File: src/rtl/cpu_pkg.sv
// Shared encodings for the basic-computer control sequencer: opcodes,
// register-reference bit positions, FSM states and the micro-op priority pick.
package cpu_pkg;

    localparam int DWIDTH = 16;
    localparam int AWIDTH = 12;
    localparam int MASK_W = 7;

    localparam logic [2:0] OP_ADD = 3'd1;
    localparam logic [2:0] OP_LDA = 3'd2;
    localparam logic [2:0] OP_STA = 3'd3;
    localparam logic [2:0] OP_BUN = 3'd4;
    localparam logic [2:0] OP_ISZ = 3'd6;
    localparam logic [2:0] OP_REG = 3'd7;

    localparam int BIT_CLA = 11;
    localparam int BIT_CLE = 10;
    localparam int BIT_CMA = 9;
    localparam int BIT_LDI = 8;
    localparam int BIT_CIR = 7;
    localparam int BIT_CIL = 6;
    localparam int BIT_INC = 5;
    localparam int BIT_HLT = 0;

    typedef enum logic [2:0] {
        S_INIT     = 3'd0,
        S_FETCH    = 3'd1,
        S_DECODE   = 3'd2,
        S_INDIRECT = 3'd3,
        S_EXEC     = 3'd4,
        S_HALT     = 3'd5
    } state_t;

    // Mask bit 6 is CLA, so the highest set bit is the next micro-op to issue.
    function automatic logic [MASK_W-1:0] top_bit(input logic [MASK_W-1:0] m);
        top_bit = {MASK_W{1'b0}};
        for (int i = 0; i < MASK_W; i++) begin
            if (m[i]) begin
                top_bit    = {MASK_W{1'b0}};
                top_bit[i] = 1'b1;
            end else begin
                top_bit = top_bit;
            end
        end
    endfunction

endpackage

File: src/rtl/ctrl_decode.sv
// Combinational instruction decoder: classifies the word and extracts the
// opcode one-hot and register-reference micro-op mask.
module ctrl_decode
    import cpu_pkg::*;
(
    input  logic [DWIDTH-1:0] i_instr,
    output logic              o_is_mem_ref,
    output logic              o_is_reg_ref,
    output logic              o_is_ind,
    output logic [4:0]        o_op_onehot,
    output logic [MASK_W-1:0] o_reg_mask,
    output logic              o_hlt,
    output logic              o_illegal
);

    logic [2:0] w_op;
    logic       w_rsvd;
    logic       w_no_supp;

    // Field extraction and classification
    always_comb begin
        w_op         = i_instr[14:12];
        o_op_onehot  = 5'b00000;
        o_is_mem_ref = 1'b1;
        case (w_op)
            OP_ADD:  o_op_onehot = 5'b00001;
            OP_LDA:  o_op_onehot = 5'b00010;
            OP_STA:  o_op_onehot = 5'b00100;
            OP_BUN:  o_op_onehot = 5'b01000;
            OP_ISZ:  o_op_onehot = 5'b10000;
            default: o_is_mem_ref = 1'b0;
        endcase
        o_is_reg_ref = (w_op == OP_REG) && !i_instr[15];
        o_is_ind     = o_is_mem_ref && i_instr[15];
        if (o_is_reg_ref) begin
            o_reg_mask = {i_instr[BIT_CLA], i_instr[BIT_CLE], i_instr[BIT_CMA], i_instr[BIT_LDI],
                          i_instr[BIT_CIR], i_instr[BIT_CIL], i_instr[BIT_INC]};
            o_hlt      = i_instr[BIT_HLT];
        end else begin
            o_reg_mask = {MASK_W{1'b0}};
            o_hlt      = 1'b0;
        end
        // A register-reference word with nothing supported is either reserved bits or empty.
        w_rsvd    = |i_instr[4:1];
        w_no_supp = w_rsvd ? ((o_reg_mask == 7'b0) && !o_hlt) : (i_instr[11:0] == 12'h000);
        o_illegal = !o_is_mem_ref && (!o_is_reg_ref || w_no_supp);
    end

endmodule

File: src/rtl/control_sequencer.sv
// Basic-computer control sequencer: fetch, decode, indirect resolution and
// execute-strobe sequencing with datapath handshake and execute timeout.
module control_sequencer
    import cpu_pkg::*;
#(
    parameter int EXEC_TIMEOUT = 8,
    parameter int RESET_CYCLES = 2
) (
    input  logic              clk,
    input  logic              i_rst_n,
    input  logic              i_start,
    input  logic [DWIDTH-1:0] i_mem_data,
    input  logic              i_mem_ack,
    input  logic              i_ex_done,
    output logic              o_read,
    output logic              o_clr_reg,
    output logic              o_fetch,
    output logic              o_execute,
    output logic              o_is_ind,
    output logic              o_is_dir,
    output logic              o_add,
    output logic              o_load,
    output logic              o_store,
    output logic              o_branch,
    output logic              o_isz,
    output logic              o_clr_ac,
    output logic              o_clr_e,
    output logic              o_comp_ac,
    output logic              o_load_ac,
    output logic              o_cir_r,
    output logic              o_cir_l,
    output logic              o_inc_ac,
    output logic [DWIDTH-1:0] o_instr,
    output logic              o_halt,
    output logic              o_illegal,
    output logic              o_timeout
);

    localparam logic [7:0] INIT_LAST = 8'(RESET_CYCLES);
    localparam logic [7:0] TO_LAST   = 8'(EXEC_TIMEOUT - 1);

    state_t              r_state, w_nxt_state;
    logic [7:0]          r_init_cnt, w_nxt_init;
    logic [7:0]          r_tcnt, w_nxt_tcnt;
    logic [MASK_W-1:0]   r_mask, w_nxt_mask;
    logic                r_hlt, w_nxt_hlt;
    logic                r_gap, w_nxt_gap;
    logic [DWIDTH-1:0]   r_instr;
    logic                r_read, r_clr, r_fetch, r_exec, r_dir, r_halt, r_ill, r_tmo;
    logic [4:0]          r_mem_strb;
    logic [MASK_W-1:0]   r_reg_strb;
    logic                w_nxt_ill, w_nxt_tmo, w_strobe_on;

    logic                w_is_mem_ref, w_is_reg_ref, w_is_ind, w_hlt, w_illegal;
    logic [4:0]          w_op_onehot;
    logic [MASK_W-1:0]   w_reg_mask;

    ctrl_decode u_decode (
        .i_instr      (r_instr),
        .o_is_mem_ref (w_is_mem_ref),
        .o_is_reg_ref (w_is_reg_ref),
        .o_is_ind     (w_is_ind),
        .o_op_onehot  (w_op_onehot),
        .o_reg_mask   (w_reg_mask),
        .o_hlt        (w_hlt),
        .o_illegal    (w_illegal)
    );

    // Next-state, micro-op mask and counter logic
    always_comb begin
        w_nxt_state = r_state;
        w_nxt_init  = r_init_cnt;
        w_nxt_tcnt  = 8'd0;
        w_nxt_mask  = r_mask;
        w_nxt_hlt   = r_hlt;
        w_nxt_gap   = 1'b0;
        w_nxt_ill   = 1'b0;
        w_nxt_tmo   = 1'b0;
        case (r_state)
            S_INIT: begin
                if (r_init_cnt == INIT_LAST) w_nxt_state = S_FETCH;
                else                         w_nxt_init  = r_init_cnt + 8'd1;
            end
            S_FETCH: begin
                if (i_mem_ack) w_nxt_state = S_DECODE;
                else           w_nxt_state = S_FETCH;
            end
            S_DECODE: begin
                w_nxt_mask = 7'b0;
                w_nxt_hlt  = 1'b0;
                if (w_is_mem_ref) begin
                    w_nxt_state = w_is_ind ? S_INDIRECT : S_EXEC;
                end else if (w_is_reg_ref && (w_reg_mask != 7'b0)) begin
                    w_nxt_state = S_EXEC;
                    w_nxt_mask  = w_reg_mask;
                    w_nxt_hlt   = w_hlt;
                end else if (w_hlt) begin
                    w_nxt_state = S_HALT;
                end else begin
                    w_nxt_state = S_FETCH;
                    w_nxt_ill   = w_illegal;
                end
            end
            S_INDIRECT: begin
                if (i_mem_ack) w_nxt_state = S_EXEC;
                else           w_nxt_state = S_INDIRECT;
            end
            S_EXEC: begin
                // Done beats a simultaneous timeout expiry; the gap cycle ignores done.
                if (r_gap) begin
                    w_nxt_state = S_EXEC;
                end else if (i_ex_done) begin
                    w_nxt_mask = r_mask & ~top_bit(r_mask);
                    if (w_nxt_mask != 7'b0) w_nxt_gap   = 1'b1;
                    else                    w_nxt_state = r_hlt ? S_HALT : S_FETCH;
                end else if (r_tcnt == TO_LAST) begin
                    w_nxt_tmo   = 1'b1;
                    w_nxt_mask  = 7'b0;
                    w_nxt_hlt   = 1'b0;
                    w_nxt_state = S_FETCH;
                end else begin
                    w_nxt_tcnt = r_tcnt + 8'd1;
                end
            end
            S_HALT: begin
                if (i_start) w_nxt_state = S_FETCH;
                else         w_nxt_state = S_HALT;
            end
            default: w_nxt_state = S_INIT;
        endcase
        w_strobe_on = (w_nxt_state == S_EXEC) && !w_nxt_gap;
    end

    // Control state and registered strobes
    always_ff @(posedge clk or negedge i_rst_n) begin
        if (!i_rst_n) begin
            r_state    <= S_INIT;
            r_init_cnt <= 8'd0;
            r_tcnt     <= 8'd0;
            r_mask     <= 7'b0;
            r_hlt      <= 1'b0;
            r_gap      <= 1'b0;
            r_read     <= 1'b0;
            r_clr      <= 1'b0;
            r_fetch    <= 1'b0;
            r_exec     <= 1'b0;
            r_dir      <= 1'b0;
            r_halt     <= 1'b0;
            r_ill      <= 1'b0;
            r_tmo      <= 1'b0;
            r_mem_strb <= 5'b0;
            r_reg_strb <= 7'b0;
        end else begin
            r_state    <= w_nxt_state;
            r_init_cnt <= w_nxt_init;
            r_tcnt     <= w_nxt_tcnt;
            r_mask     <= w_nxt_mask;
            r_hlt      <= w_nxt_hlt;
            r_gap      <= w_nxt_gap;
            r_read     <= (w_nxt_state == S_FETCH) || (w_nxt_state == S_INDIRECT);
            r_clr      <= (w_nxt_state == S_INIT);
            r_fetch    <= (w_nxt_state == S_FETCH);
            r_exec     <= (w_nxt_state == S_EXEC);
            r_dir      <= w_strobe_on && w_is_mem_ref;
            r_halt     <= (w_nxt_state == S_HALT);
            r_ill      <= w_nxt_ill;
            r_tmo      <= w_nxt_tmo;
            r_mem_strb <= w_strobe_on ? w_op_onehot : 5'b0;
            r_reg_strb <= w_strobe_on ? top_bit(w_nxt_mask) : 7'b0;
        end
    end

    // Instruction register: full word on fetch, address field on indirect
    always_ff @(posedge clk or negedge i_rst_n) begin
        if (!i_rst_n) begin
            r_instr <= 16'h0000;
        end else if ((r_state == S_FETCH) && i_mem_ack) begin
            r_instr <= i_mem_data;
        end else if ((r_state == S_INDIRECT) && i_mem_ack) begin
            r_instr[AWIDTH-1:0] <= i_mem_data[AWIDTH-1:0];
        end else begin
            r_instr <= r_instr;
        end
    end

    assign o_is_ind  = (r_state == S_INDIRECT) && i_mem_ack;
    assign o_read    = r_read;
    assign o_clr_reg = r_clr;
    assign o_fetch   = r_fetch;
    assign o_execute = r_exec;
    assign o_is_dir  = r_dir;
    assign o_add     = r_mem_strb[0];
    assign o_load    = r_mem_strb[1];
    assign o_store   = r_mem_strb[2];
    assign o_branch  = r_mem_strb[3];
    assign o_isz     = r_mem_strb[4];
    assign o_clr_ac  = r_reg_strb[6];
    assign o_clr_e   = r_reg_strb[5];
    assign o_comp_ac = r_reg_strb[4];
    assign o_load_ac = r_reg_strb[3];
    assign o_cir_r   = r_reg_strb[2];
    assign o_cir_l   = r_reg_strb[1];
    assign o_inc_ac  = r_reg_strb[0];
    assign o_instr   = r_instr;
    assign o_halt    = r_halt;
    assign o_illegal = r_ill;
    assign o_timeout = r_tmo;

endmodule

File: config.mk
export PLATFORM = sky130hd
export DESIGN_NAME = control_sequencer
export DESIGN_NICKNAME = d
export VERILOG_FILES = /design/src/rtl/cpu_pkg.sv /design/src/rtl/ctrl_decode.sv /design/src/rtl/control_sequencer.sv
export SDC_FILE = /design/constraint.sdc
export NUM_CORES = 1
export LEC_CHECK = 0
export CORE_MARGIN = 3
export CORE_UTILIZATION = 52
export DETAILED_ROUTE_END_ITERATION = 7
export PLACE_DENSITY = 0.8
export SLEW_MARGIN = 30
export SYNTH_ARGS = -nofsm -noshare
export SYNTH_HDL_FRONTEND = slang
export SYNTH_HIERARCHICAL = 1
export SYNTH_SLANG_ARGS = --single-unit
File: constraint.sdc
create_clock -name clk -period 3.1 [get_ports clk]
set_clock_uncertainty 0.1 [all_clocks]
set_input_delay 0.62 -clock clk [delete_from_list [all_inputs] [get_ports clk]]
set_output_delay 0.62 -clock clk [all_outputs]
set_load 0.02 [all_outputs]
==> results.py <==
metrics = {
    "run": {
        "maxCapViolCount": 0,
    },
    "yosys": {
        "yosys-top-cells-area": "dfrtp_1 51%, mux2_2 6.1%, and2_1 3.6%",
        "synth_seq_cells": 64,
        "yosysMostFrequentCell": "dfrtp_1",
        "synth_cell_types": 63,
        "netlist.area_leader.share_pct": 51.04,
        "syn_area_per_cell_um2": 11.33,
        "yosys.area.top_type": "dfrtp_1",
        "yosysWarnings": 6,
        "netlist_area_mm2": 0.003138,
        "syn-instance-count": 277,
        "synth_edf_count": 0,
        "synth_nets": 301,
        "async_flop_share_pct": 100.0,
        "synth_flop_cell": "dfrtp_1",
        "yosysSeqAreaShare_pct": 51.04,
        "synthTopCellsByCount": "64 x dfrtp_1, 19 x nor2_1, 18 x and2_1, 17 x mux2_2, 13 x nand2_1",
    },
    "worst_setup_path": {
        "arrival_ps": 2130,
        "cp-start-kind": "input pin",
        "end_kind": "output pin",
        "path_max_fanout": 4,
        "required_ps": 2380,
        "path_class": "input pin to output pin",
    },
    "placement": {
        "io_buffer_count": 57,
        "hpwl_mm": 4.875,
        "place_congestion": 0.9124,
        "dp.cells": 404,
        "place_area_mm2": 0.003782,
    },
    "timing": {
        "period_share_pct": 92.05,
        "fin_setup_tns_ps": 0,
        "max_slew.worst_pin.slew_ps": 600.6,
        "max_slew_margin_pct": 59.96,
        "fmax_mhz": 350.4,
        "rsz0062_at_grt": "no",
        "final-setup-viol-count": 0,
        "hold_viol_final": 0,
        "fin_crit_ps": 2854,
        "slew_viol_final": 0,
    },
    "clock_network": {
        "clk_latency_ps": 340,
        "path_clk_slew_ps": 60,
        "post_cts_buffers": 0,
        "cts_resized": 0,
        "root_buffer": "clkbuf_8",
        "cts_tree": "built",
        "cts_hold_buffers": 0,
        "cts.htree.levels": 3,
        "cts_buffer_depth": 2,
        "numCtsBuffers": 9,
        "cts_sinks": 64,
    },
    "outcome": {
        "status": "completed",
    },
    "drt": {
        "drc_errors": 0,
        "wire_per_inst_um": 15.93,
        "drt-initial-drc-count": 166,
        "drtAntennaViolNets": 0,
        "vias": 2356,
        "routed_wl_mm": 6.673,
        "drt_pass1_iterations": 4,
        "viasPerCell": 5.623,
    },
    "finish": {
        "n_antenna_cell": 0,
        "largest_reg_flops": 16,
        "fin_area_mm2": 0.003955,
        "fillers": 415,
        "area_delta_synth_final_pct": 26.04,
        "instances_no_fill": 419,
        "fin_nets": 367,
        "layout-drive-gt1-share_pct": 17.00,
    },
    "global_routing": {
        "grt_max_degree": 49,
        "antenna_found_initial": 0,
        "grt_pass1_wl_mm": 11.47,
        "overflow": 0,
        "grt_pass1_vias": 2422,
        "track_usage_pct": 20.47,
    },
    "die": {
        "start_util_pct": 55.29,
        "core_area_mm2": 0.005675,
        "dieArea_mm2": 0.007002,
        "ios": 58,
        "die_y_um": 83.68,
        "rows": 27,
        "die_width_um": 83.68,
    },
    "pwr": {
        "pwr-share-clk_pct": 19.9,
        "p_total_mw": 3.179,
        "peakVddDrop_uv": 535.2,
        "switching_power_mw": 1.156,
        "seqPwrFrac_pct": 38.6,
        "internal_power_mw": 2.023,
        "switching_share_pct": 36.35,
        "p_leak_nw": 1.695,
        "p_comb_share_pct": 41.6,
        "power.density_mw_per_mm2": 803.7,
    },
    "min_path": {
        "hold_class": "input pin to async pin",
    },
}
path summary, 6_finish.rpt:
path / cells past startpoint / from / slack, ps / endpoint
hold reg to reg: 1 / r_tcnt[0] / 380 / r_tcnt[0]
max in group asynchronous: 2 / i_rst_n / 2040 / o_clr_reg
min in group clk: 1 / r_tcnt[0] / 380 / r_tcnt[0]
hold / removal: 1 / i_rst_n / 190 / r_mem_strb[3]
setup / recovery: 4 / i_mem_ack / 250 / o_is_ind
setup reg to reg: 8 / o_instr[15] / 310 / r_reg_strb[1]
worst max-delay path: stages:
cell and delay (ps):
clkdlybuf4s50_1 520, nand3b_1 160, nor2_1 190, clkdlybuf4s50_1 650
stage by stage:
stage	utilization, %	worst slack, ps	hold WS [ps]
2_1_floorplan	-	399.3	224.4
3_3_place_gp	66.60	296.9	370.7
3_5_place_dp	66.64	284.7	380.4
4_1_cts	69.69	271.4	199.0
5_1_grt	69.69	156.3	220.3
6_report	69.69	246.5	193.5
metal layers:
layer / vias up / routed length, um / global-route usage, %
met3: 9 / 395 / 6.022
li1: 1120 / - / -
met4: 0 / 128 / 9.942
met5: - / 0 / 0
met2: 69 / 3166 / 31.67
met1: 1158 / 2983 / 26.26
cells by family (layout without fill, tap and decap cells):
| logic type | count (synthesis) | after routing | share of synthesized area, % |
|---|---|---|---|
| compound gates | 47 | 47 | 10.21 |
| xor+xnor | 13 | 13 | 3.628 |
| fa+ha+maj | 4 | 4 | 1.515 |
| buf+inv | 18 | 88 | 3.309 |
| flops | 64 | 64 | 51.04 |
| mux | 17 | 17 | 6.100 |
| simple gates | 114 | 114 | 24.20 |
cell type report:
| class | count | area [um2] | share of cell area [%] |
|---|---|---|---|
| timing repair buffer | 65 | 628.1 | 15.88 |
| clock inverter | 3 | 17.52 | 0.4429 |
| tap | 72 | 90.09 | 2.278 |
| sequential | 64 | 1602 | 40.49 |
| clock buffer | 12 | 155.1 | 3.923 |
| inverter | 8 | 30.03 | 0.7593 |
| multi-input combinational | 195 | 1433 | 36.22 |
power groups by stage:
| stage | sequential (mW) | clock [mW] | combinational (mW) |
|---|---|---|---|
| after floorplan | 1.38 | 0 | 0.664 |
| after global placement | 1.23 | 0 | 1.30 |
| after detailed placement | 1.24 | 0 | 1.32 |
| after CTS | 1.23 | 0.651 | 1.33 |
| after global routing | 1.26 | 0.689 | 1.43 |
| final | 1.23 | 0.632 | 1.32 |
placed cells by master, fill, tap and decap left out, types with 2 or more instances in the layout:
cell type	count
or3_1	3
nor3_1	7
o21ai_0	9
nor3b_1	5
and4b_1	2
clkinv_2	2
xor2_1	5
buf_4	9
clkdlybuf4s50_1	56
a21o_1	3
o21ai_1	5
nor2_1	19
mux2_2	17
nor4_1	3
clkbuf_8	11
and3_1	3
xnor2_1	8
nor4_4	2
nor2b_1	3
nand3b_1	2
o21a_1	2
o211ai_1	5
and3b_1	2
inv_1	8
nand3_1	8
dfrtp_1	64
a21oi_1	11
ha_1	3
nor3b_2	4
and2_1	18
nor3_2	2
nand2_1	13
(Power assumes the default switching activity.)
